<file path="config.mk">
export PLATFORM = sky130hd
export DESIGN_NAME = tqvp_rejunity_vga_copper_flat
export DESIGN_NICKNAME = d
export VERILOG_FILES = /design/src/rtl/tqvp_rejunity_vga_copper_pkg.sv /design/src/rtl/tqvp_rejunity_vga_copper_if.sv /design/src/rtl/tqvp_rejunity_vga_copper_table.sv /design/src/rtl/tqvp_rejunity_vga_copper.sv /design/src/flat_wrapper.sv
export SDC_FILE = /design/constraint.sdc
export NUM_CORES = 1
export LEC_CHECK = 0
export ABC_AREA = 1
export CAP_MARGIN = 20
export CORE_UTILIZATION = 60
export CTS_BUF_LIST = sky130_fd_sc_hd__clkbuf_4
export DETAILED_ROUTE_END_ITERATION = 7
export PLACE_DENSITY = 0.86
export SETUP_SLACK_MARGIN = 0.1
export SLEW_MARGIN = 20
export SYNTH_ARGS = -nofsm -noshare
export SYNTH_HDL_FRONTEND = slang
export SYNTH_SLANG_ARGS = --single-unit
</file>
<file path="constraint.sdc">
create_clock -name clk -period 5.25 [get_ports clk]
set_clock_uncertainty 0.2 [all_clocks]
set_input_delay 1.05 -clock clk [delete_from_list [all_inputs] [get_ports clk]]
set_output_delay 1.05 -clock clk [all_outputs]
set_load 0.01 [all_outputs]
</file>
<file path="src/rtl/tqvp_rejunity_vga_copper_pkg.sv">
// Shared state encoding and bit positions for the VGA copper.
// Entry word layout: [31:22] scanline, [21:16] register address, [15:0] data.
package tqvp_vga_copper_pkg;

  typedef enum logic [1:0] {
    IDLE  = 2'd0,
    SCAN  = 2'd1,
    ISSUE = 2'd2,
    DONE  = 2'd3
  } copper_state_e;

  localparam int CFG_W        = 32;
  localparam int CFG_LINE_LSB = 22;
  localparam int CFG_ADDR_LSB = 16;
  localparam int CFG_DATA_LSB = 0;

  localparam int CTL_EN      = 0;
  localparam int CTL_CNT_LSB = 1;
  localparam int CTL_CNT_W   = 4;
  localparam int CTL_CLR     = 7;

  localparam int STS_OVERRUN = 7;
  localparam int STS_MISSED  = 6;
  localparam int STS_DONE    = 5;
  localparam int STS_BUSY    = 4;
  localparam int STS_PTR_LSB = 0;
  localparam int STS_PTR_W   = 4;

endpackage

</file>
<file path="src/rtl/tqvp_rejunity_vga_copper_if.sv">
// Single-beat valid/ready register-write port from the copper into the VGA peripheral.
interface tqvp_rejunity_vga_copper_if #(
  parameter int RA_W = 6,
  parameter int RD_W = 16
);
  logic            wr_valid;
  logic [RA_W-1:0] wr_addr;
  logic [RD_W-1:0] wr_data;
  logic            wr_ready;

  modport master (output wr_valid, output wr_addr, output wr_data, input wr_ready);
  modport slave  (input wr_valid, input wr_addr, input wr_data, output wr_ready);
endinterface

</file>
<file path="src/rtl/tqvp_rejunity_vga_copper_table.sv">
// Copper entry table: one synchronous write port, one combinational read port.
// Contents are deliberately not reset; software loads them before enabling.
module tqvp_vga_copper_table #(
  parameter int ENTRIES = 8,
  parameter int W       = 32
) (
  input  logic                       clk,
  input  logic                       we,
  input  logic [$clog2(ENTRIES)-1:0] wr_idx,
  input  logic [W-1:0]               wr_data,
  input  logic [$clog2(ENTRIES)-1:0] rd_idx,
  output logic [W-1:0]               rd_data
);

  logic [W-1:0] mem_q [ENTRIES];

  always_ff @(posedge clk) begin
    if (we) begin
      mem_q[wr_idx] <= wr_data;
    end
  end

  assign rd_data = mem_q[rd_idx];

endmodule

</file>
<file path="src/rtl/tqvp_rejunity_vga_copper.sv">
// Raster-synchronised register sequencer: replays table entries matching the current
// scanline as register writes. Optional list-done interrupt under COPPER_IRQ_EN.
module tqvp_rejunity_vga_copper
  import tqvp_vga_copper_pkg::*;
#(
  parameter int ENTRIES = 8,
  parameter int Y_W     = 10,
  parameter int RA_W    = 6,
  parameter int RD_W    = 16
) (
  input  logic                       clk,
  input  logic                       rst,
  input  logic                       cfg_we,
  input  logic [$clog2(ENTRIES)-1:0] cfg_sel,
  input  logic [CFG_W-1:0]           cfg_data,
  input  logic                       ctl_we,
  input  logic [7:0]                 ctl_data,
  input  logic                       frame_start,
  input  logic                       line_start,
  input  logic [Y_W-1:0]             line_y,
  tqvp_rejunity_vga_copper_if.master wr_if,
  output logic [7:0]                 status,
  output logic                       irq
);

  localparam int SEL_W = $clog2(ENTRIES);
  localparam int PTR_W = SEL_W + 1;

  copper_state_e    state_q, state_d;
  logic [PTR_W-1:0] ptr_q, ptr_d;
  logic [PTR_W-1:0] count_q, count_d;
  logic [PTR_W-1:0] ptr_inc;
  logic             enable_q, enable_d;
  logic [Y_W-1:0]   cur_y_q, cur_y_d;
  logic [Y_W-1:0]   scan_y;
  logic             overrun_q, overrun_d;
  logic             missed_q, missed_d;
  logic             done_q, done_d;
  logic             frame_pend_q, frame_pend_d;
  logic [RA_W-1:0]  wr_addr_q, wr_addr_d;
  logic [RD_W-1:0]  wr_data_q, wr_data_d;
  logic [CFG_W-1:0] entry;
  logic [Y_W-1:0]   entry_line;
  logic [CTL_CNT_W-1:0] ctl_count;
  logic             restart;
  logic             unused_ctl;

  tqvp_vga_copper_table #(
    .ENTRIES (ENTRIES),
    .W       (CFG_W)
  ) u_table (
    .clk     (clk),
    .we      (cfg_we),
    .wr_idx  (cfg_sel),
    .wr_data (cfg_data),
    .rd_idx  (ptr_q[SEL_W-1:0]),
    .rd_data (entry)
  );

  assign entry_line = entry[CFG_LINE_LSB +: Y_W];
  assign ctl_count  = ctl_data[CTL_CNT_LSB +: CTL_CNT_W];
  assign ptr_inc    = ptr_q + PTR_W'(1);
  assign unused_ctl = ^ctl_data[6:5];

  always_comb begin
    state_d      = state_q;
    ptr_d        = ptr_q;
    count_d      = count_q;
    enable_d     = enable_q;
    cur_y_d      = cur_y_q;
    overrun_d    = overrun_q;
    missed_d     = missed_q;
    done_d       = done_q;
    frame_pend_d = frame_pend_q;
    wr_addr_d    = wr_addr_q;
    wr_data_d    = wr_data_q;
    scan_y       = cur_y_q;
    restart      = 1'b0;

    // Clears are applied first so that flag sets from the FSM win in the same cycle.
    if (ctl_we) begin
      enable_d = ctl_data[CTL_EN];
      count_d  = (32'(ctl_count) > ENTRIES) ? PTR_W'(ENTRIES) : PTR_W'(ctl_count);
      if (ctl_data[CTL_CLR]) begin
        overrun_d = 1'b0;
        missed_d  = 1'b0;
        done_d    = 1'b0;
      end
    end

    case (state_q)
      IDLE: begin
        if (line_start && enable_q) begin
          cur_y_d = line_y;
          state_d = SCAN;
        end
      end
      SCAN: begin
        // A late retrace replaces the line being scanned immediately.
        if (line_start) begin
          overrun_d = 1'b1;
          cur_y_d   = line_y;
          scan_y    = line_y;
        end
        if (!enable_q) begin
          state_d = IDLE;
        end else if (ptr_q >= count_q) begin
          state_d = DONE;
          done_d  = 1'b1;
        end else if (entry_line == scan_y) begin
          wr_addr_d = entry[CFG_ADDR_LSB +: RA_W];
          wr_data_d = entry[CFG_DATA_LSB +: RD_W];
          state_d   = ISSUE;
        end else if (entry_line < scan_y) begin
          ptr_d    = ptr_inc;
          missed_d = 1'b1;
        end else begin
          state_d = IDLE;
        end
      end
      ISSUE: begin
        if (line_start) begin
          overrun_d = 1'b1;
          cur_y_d   = line_y;
        end
        if (frame_start) begin
          frame_pend_d = 1'b1;
        end
        if (wr_if.wr_ready) begin
          ptr_d   = ptr_inc;
          state_d = enable_q ? SCAN : IDLE;
        end
      end
      DONE: begin
      end
      default: state_d = IDLE;
    endcase

    // A frame boundary never cuts a write short: during ISSUE it waits for acceptance.
    if (state_q == ISSUE) begin
      restart = wr_if.wr_ready && (frame_start || frame_pend_q);
    end else begin
      restart = frame_start;
    end

    if (restart) begin
      ptr_d        = '0;
      done_d       = 1'b0;
      frame_pend_d = 1'b0;
      state_d      = IDLE;
      if (line_start && enable_q) begin
        cur_y_d = line_y;
        state_d = SCAN;
      end
    end
  end

  always_ff @(posedge clk) begin
    if (rst) begin
      state_q      <= IDLE;
      ptr_q        <= '0;
      count_q      <= '0;
      enable_q     <= 1'b0;
      cur_y_q      <= '0;
      overrun_q    <= 1'b0;
      missed_q     <= 1'b0;
      done_q       <= 1'b0;
      frame_pend_q <= 1'b0;
      wr_addr_q    <= '0;
      wr_data_q    <= '0;
    end else begin
      state_q      <= state_d;
      ptr_q        <= ptr_d;
      count_q      <= count_d;
      enable_q     <= enable_d;
      cur_y_q      <= cur_y_d;
      overrun_q    <= overrun_d;
      missed_q     <= missed_d;
      done_q       <= done_d;
      frame_pend_q <= frame_pend_d;
      wr_addr_q    <= wr_addr_d;
      wr_data_q    <= wr_data_d;
    end
  end

  assign wr_if.wr_valid = (state_q == ISSUE);
  assign wr_if.wr_addr  = wr_addr_q;
  assign wr_if.wr_data  = wr_data_q;

  always_comb begin
    status = '0;
    status[STS_OVERRUN] = overrun_q;
    status[STS_MISSED]  = missed_q;
    status[STS_DONE]    = done_q;
    status[STS_BUSY]    = (state_q == SCAN) || (state_q == ISSUE);
    status[STS_PTR_LSB +: STS_PTR_W] = STS_PTR_W'(ptr_q);
  end

`ifdef COPPER_IRQ_EN
  logic irq_q, irq_d;

  always_comb begin
    irq_d = irq_q;
    if (frame_start || (ctl_we && ctl_data[CTL_CLR])) begin
      irq_d = 1'b0;
    end
    if ((state_d == DONE) && (state_q != DONE)) begin
      irq_d = 1'b1;
    end
  end

  always_ff @(posedge clk) begin
    if (rst) begin
      irq_q <= 1'b0;
    end else begin
      irq_q <= irq_d;
    end
  end

  assign irq = irq_q;
`else
  assign irq = 1'b0;
`endif

endmodule

</file>
<file path="src/flat_wrapper.sv">
// flat-port wrapper written by rule: the top's interface ports become plain ports
module tqvp_rejunity_vga_copper_flat import tqvp_vga_copper_pkg::*;
#(
  parameter int ENTRIES = 8,
  parameter int Y_W     = 10,
  parameter int RA_W    = 6,
  parameter int RD_W    = 16
)
  (clk, rst, cfg_we, cfg_sel, cfg_data, ctl_we, ctl_data, frame_start, line_start, line_y, status, irq, wr_if_wr_valid, wr_if_wr_addr, wr_if_wr_data, wr_if_wr_ready);
  tqvp_rejunity_vga_copper_if #(.RA_W(RA_W), .RD_W(RD_W)) wr_if_i ();
  input  logic clk;
  input  logic rst;
  input  logic cfg_we;
  input  logic [$clog2(ENTRIES)-1:0] cfg_sel;
  input  logic [CFG_W-1:0] cfg_data;
  input  logic ctl_we;
  input  logic [7:0] ctl_data;
  input  logic frame_start;
  input  logic line_start;
  input  logic [Y_W-1:0] line_y;
  output logic [7:0] status;
  output logic irq;
  output wire logic [$bits(wr_if_i.wr_valid)-1:0] wr_if_wr_valid;
  output wire logic [$bits(wr_if_i.wr_addr)-1:0] wr_if_wr_addr;
  output wire logic [$bits(wr_if_i.wr_data)-1:0] wr_if_wr_data;
  input wire logic [$bits(wr_if_i.wr_ready)-1:0] wr_if_wr_ready;
  assign wr_if_wr_valid = wr_if_i.wr_valid;
  assign wr_if_wr_addr = wr_if_i.wr_addr;
  assign wr_if_wr_data = wr_if_i.wr_data;
  assign wr_if_i.wr_ready = wr_if_wr_ready;
  tqvp_rejunity_vga_copper #(.ENTRIES(ENTRIES), .Y_W(Y_W), .RA_W(RA_W), .RD_W(RD_W)) u_core (.clk(clk), .rst(rst), .cfg_we(cfg_we), .cfg_sel(cfg_sel), .cfg_data(cfg_data), .ctl_we(ctl_we), .ctl_data(ctl_data), .frame_start(frame_start), .line_start(line_start), .line_y(line_y), .wr_if(wr_if_i), .status(status), .irq(irq));
endmodule
</file>
### Word-level counts from Yosys, hierarchy flattened

Memory sizes are Yosys's and may differ from the RTL's. A register that Yosys moved wholly into a read port is not among the register bits.
Cells that the tools add are included.

* logic and storage cells: 85
* bits in writable memories: 256
* bits of input ports: 60
* memories kept: 1
* register bits after elaboration: 47
* output and inout port bits: 32

Memories
* u_core.u_table.mem_q: words 8, width 32, rd ports 1, clocked after memory_dff 1, write ports 1, line tqvp_rejunity_vga_copper_table.sv:15 `logic [W-1:0] mem_q [ENTRIES];`

* mux-type cells: 44
* bitwise gates (word level): 1
* eq/ne operators: 11
* $add $sub $neg: 1
* $lt $le $gt $ge: 3
* reduce and logical (&&, ||, !) cells: 13

Operators with widths (count)
* two-way mux 10 bit: 5
* two-way mux 4 bit: 6
* two-way mux 1 bit: 21
* case mux 10 bit (2 select lines): 1
* two-way mux 2 bit: 7
* == test 10 bit: 1
* < comparator 10 bit: 1
* case mux 4 bit (2 select lines): 1
* AND reduction 4 bit: 2
* two-way mux 3 bit: 2
* != test 2 x 1 -> 1 bit (second input constant): 3
* != test 3 x 1 -> 1 bit (second input constant): 2
* != test 6 bit (second input constant): 1
* case mux 2 bit (3 select lines): 1
* AND reduction 6 bit: 1
* adder 4 x 1 -> 4 bit (second input constant): 1
* greater-or-equal comparator 4 bit: 1
* greater-than comparator 4 bit (second input constant): 1
* != test 2 bit (second input constant): 2
* nonzero test 4 bit: 1
* OR reduction 2 bit: 2
* == test 2 x 1 -> 1 bit (second input constant): 1
* == test 2 bit (second input constant): 1
* logical AND 1 bit: 2
* 5 further kinds: 6

### Longest topological paths before layout

* word-level depth: 10
* gate-level depth with buffers: 23
* mapped depth without buffers: 19

### Modules after synthesis

From an unflattened synthesis, not the netlist that was laid out.

* cell total of the unflattened synthesis: 1517
* area, all modules: 13943.4 um2

By module, submodules not included
* tqvp_vga_copper_table: seq. area each 7687.4 um2, times used 1, area each 11232.0 um2, cells each 1124
* tqvp_rejunity_vga_copper: seq. area each 940.9 um2, times used 1, area each 2711.4 um2, cells each 393

### Least setup slack after synthesis

No wires, ideal clock.

* path kind: input-to-reg
* start point: in cfg_sel[0]
* end point: mem u_core.u_table.mem_q[0][0] (enable)
* data required time: 4.629 ns
* stages on the path: 3
* path buffers: 0
* library setup time: 0.421 ns
* data arrival time: 2.545 ns
* path slack: 2.083 ns
* cells stage by stage: inv_1 -> nand2_1 -> nor2_1

RTL lines
* start, declared: line flat_wrapper.sv:14 `input logic [$clog2(ENTRIES)-1:0] cfg_sel;`
* end, declared: line tqvp_rejunity_vga_copper_table.sv:15

No word-level cell before the write port.

==> metrics <==
outcome=finished, final reports clean; Syn. warnings=0; relative slew slack=25.1%; vias post-DR=9008; worst reg-to-reg setup slack=1.16 ns; FF-to-FF path depth=13; CTS clock-pin slew for the worst setup and hold paths=0.07 ns; Final Slew Violations=0; nets@finish=1305; maximum clock frequency=245 MHz; DIE WIDTH=about 150 um; most frequent cells in the layout=256 x edfxtp_1, 220 x nor2_1, 135 x nand2_1; drt wl/cell=roughly 19 um; largest net degree at the start of global routing=74; DIE AREA=21500 um^2; Static Leak=5.27 nW; post-layout min period=4.09 ns; sequential area share after synthesis=69.2%; WHS Endpoint=u_core.count_q[3]; Inst Count DP=roughly 1.4k; Post-CTS Resized=0; FP Rows=52; Cell variety after synth=40; Max-Cap Viols=0; Setup CP Type=flop to flop; async set-or-reset flop fraction in the synthesized netlist=0%; TritonCTS Buffers=75; fill cell count=approximately 1.3k; Worst Path Arrival=4.50 ns; clock tree from TritonCTS=built; Synth Area in Compound Gates=between 10% and 20%; Crit. End Element=flop; main combinational cell family by area after synthesis=simple AND/OR/NAND/NOR gates; core area=20400 um^2; Non-Filler Instances=1557; GRT Residual Overflow=0; CTS root buf=clkbuf_4; Synth Area in Simple Gates=12.5%; hold depth=2; H-tree Lvls=3; synthesized area=12500 um^2; DP HPWL=~16000 um; slew of the pin with the lowest slew margin=1.12 ns; Routed WL=28800 um; mux cell area share after synthesis=less than 1%; Core Util, Final=about 72%; min-delay src=u_core.count_q[3]; post-DR vias/cell=5.79; Top Ports=92; final number of hold-violating endpoints=0; r2r endpoint=u_core.wr_if.wr_data[6]; post-synthesis xor/xnor area fraction=0.140%; Synth Instances=1108; P per Cell Area=373 nW/um^2; GR Util All Layers=27.2%; Syn-to-layout area delta=16.8%; synthesized flop and latch total=306; initial antenna violation count=1; Worst VDD drop=~220 uV; worst-path maximum fanout=64; final setup vio count=0; RSZ-0062 raised after global routing=no; most common cell after layout, fill and taps aside=edfxtp_1; Startpoint Class=flop; Iter 0 DRT Violations=968; predominant post-synthesis flop cell=edfxtp_1; DR DRC count=0; I/O Buffers=88; Required @ worst endpoint=5.67 ns; Initial Utilization=61.6%; Post-DRT Antenna Nets=0; Post CTS Setup Buffer Count=0; Post-synth EDFFs=between 200 and 300; worst-skew pair later-pin latency=0.70 ns; vias in the first global route=9016; Synth Net Count=1187; CTS sink cnt=306; ratio of cells with drive above 1 in the final layout=roughly 13%; post-route clock period utilization=77.8%; setup TNS=0 ns; Mean Syn Cell Area=approximately 11 um^2; HP Class=flop to flop; first-pass GRT wire length=44800 um; GPL Wtd Cong=0.806; chip height=between 100 and 150 um; Clock Path Buffers=3; Post-CTS Hold Fix Bufs=0; Initial DRT Pass Iterations=7; adder-cell share of the synthesized area=under 10%
## layer usage
layer / vias to the layer above / part of all wire [%] / routed length (um) / GRT usage (%)
met5: - / 0 / 0 / 0
li1: 4215 / - / - / -
met3: 57 / 9.9 / 2850 / 6.03
met2: 495 / 49 / 14000 / 44.7
met4: 0 / 2.0 / 583 / 13.6
met1: 4241 / 39 / 11400 / 34.2
## state kept, by name, summed over array words and instances (netlist names), named ones only
| signal | count |
|---|---|
| u_core.cur_y_q | 10 |
| u_core.enable_q | 1 |
| u_core.u_table.mem_q | 256 |
| u_core.frame_pend_q | 1 |
| u_core.wr_if.wr_data | 16 |
| u_core.overrun_q | 1 |
| u_core.done_q | 1 |
| u_core.ptr_q | 4 |
| u_core.wr_if.wr_addr | 6 |
| u_core.missed_q | 1 |
| u_core.count_q | 4 |
| u_core.state_q | 2 |
## cell type report
class	instances	area, um^2	share of cell area, %
Sequential cell	306	8690	59.3
Multi-Input combinational cell	699	3440	23.4
Timing Repair Buffer	104	1000	6.83
Clock buffer	116	871	5.94
Tap cell	270	338	2.30
Clock inverter	21	168	1.14
Inverter	40	151	1.03
Antenna cell	1	2.50	0.0171
## Yosys cell counts (2+ instances only)
library cell    n  area share (%)
a32oi_1         2            0.14
a31oi_1        15            0.75
nor3_1          4            0.16
buf_6           5            0.45
nand2_1       135             4.0
nand3b_1        2            0.12
buf_2          14            0.56
mux2i_1         5            0.40
nor2_1        228             6.8
nand3_1        15            0.60
buf_4          10            0.60
inv_2           3           0.090
edfxtp_1      256              61
inv_1          35             1.0
o21ai_0       100             4.0
dfxtp_1        50             8.0
a21oi_1        23            0.92
clkinv_1        2           0.060
o21ai_1        74             3.0
a211oi_1        2            0.12
buf_1           2           0.060
o22ai_1        55             2.7
ha_1           19             1.9
nand2_2         6            0.30
clkbuf_1       31            0.93
## where the power goes
part / internal (W) / total [W] / switching, W
registers: 0.00272 / 0.00277 / 0.0000522
clock network: 0.00116 / 0.00210 / 0.000937
logic: 0.000211 / 0.000603 / 0.000392
total: 0.00409 / 0.00547 / 0.00138
## worst max-delay path, cell delays in order, from the launching register on
cell and delay, ns:
dfxtp_4 0.78, clkinv_2 0.77, o21ai_0 0.42, o22ai_1 0.12, nor2_1 0.10, a31oi_1 0.10
ha_1 0.40, nand2_1 0.07, nor2_1 0.14, nand2_2 0.11, nor4_4 0.25, buf_4 0.34
nor2_1 0.10, nor2_1 0.11
## cells by family (layout without fill, tap and decap cells)
kind of cell,after synthesis,after routing
and+or+nand+nor,395,395
muxes,5,5
DFF,306,306
buffers and inverters,103,281
AOI/OAI and AO/OA,277,277
adders and majority gates,19,19
other,1,2
xor gates and xnor gates,2,2
## through the flow
stage | setup WS, ns | total power, W | cell area [um^2] | hold WS, ns
2_1_floorplan | 2.08 | 0.00322 | 12500 | 0.234
3_3_place_gp | 1.12 | 0.00338 | 13600 | 0.249
3_5_place_dp | 1.09 | 0.00341 | 13600 | 0.258
4_1_cts | 1.15 | 0.00548 | 14700 | 0.270
5_1_grt | 0.759 | 0.00569 | 14700 | 0.299
6_report | 1.16 | 0.00547 | 14700 | 0.271
## worst max-delay path by stage
stage	from	slack, ns	cells past startpoint	to
after floorplan	cfg_sel[0]	2.08	3	u_core.u_table.mem_q[0][0]
after global placement	line_start	1.12	14	flop
after detailed placement	line_start	1.09	14	u_core.ptr_q[0]
after CTS	flop	1.15	13	u_core.wr_if.wr_data[7]
after global routing	flop	0.76	13	u_core.wr_if.wr_data[0]
final	flop	1.16	13	u_core.wr_if.wr_data[6]
No activity file was read; power rests on OpenSTA's default activity.
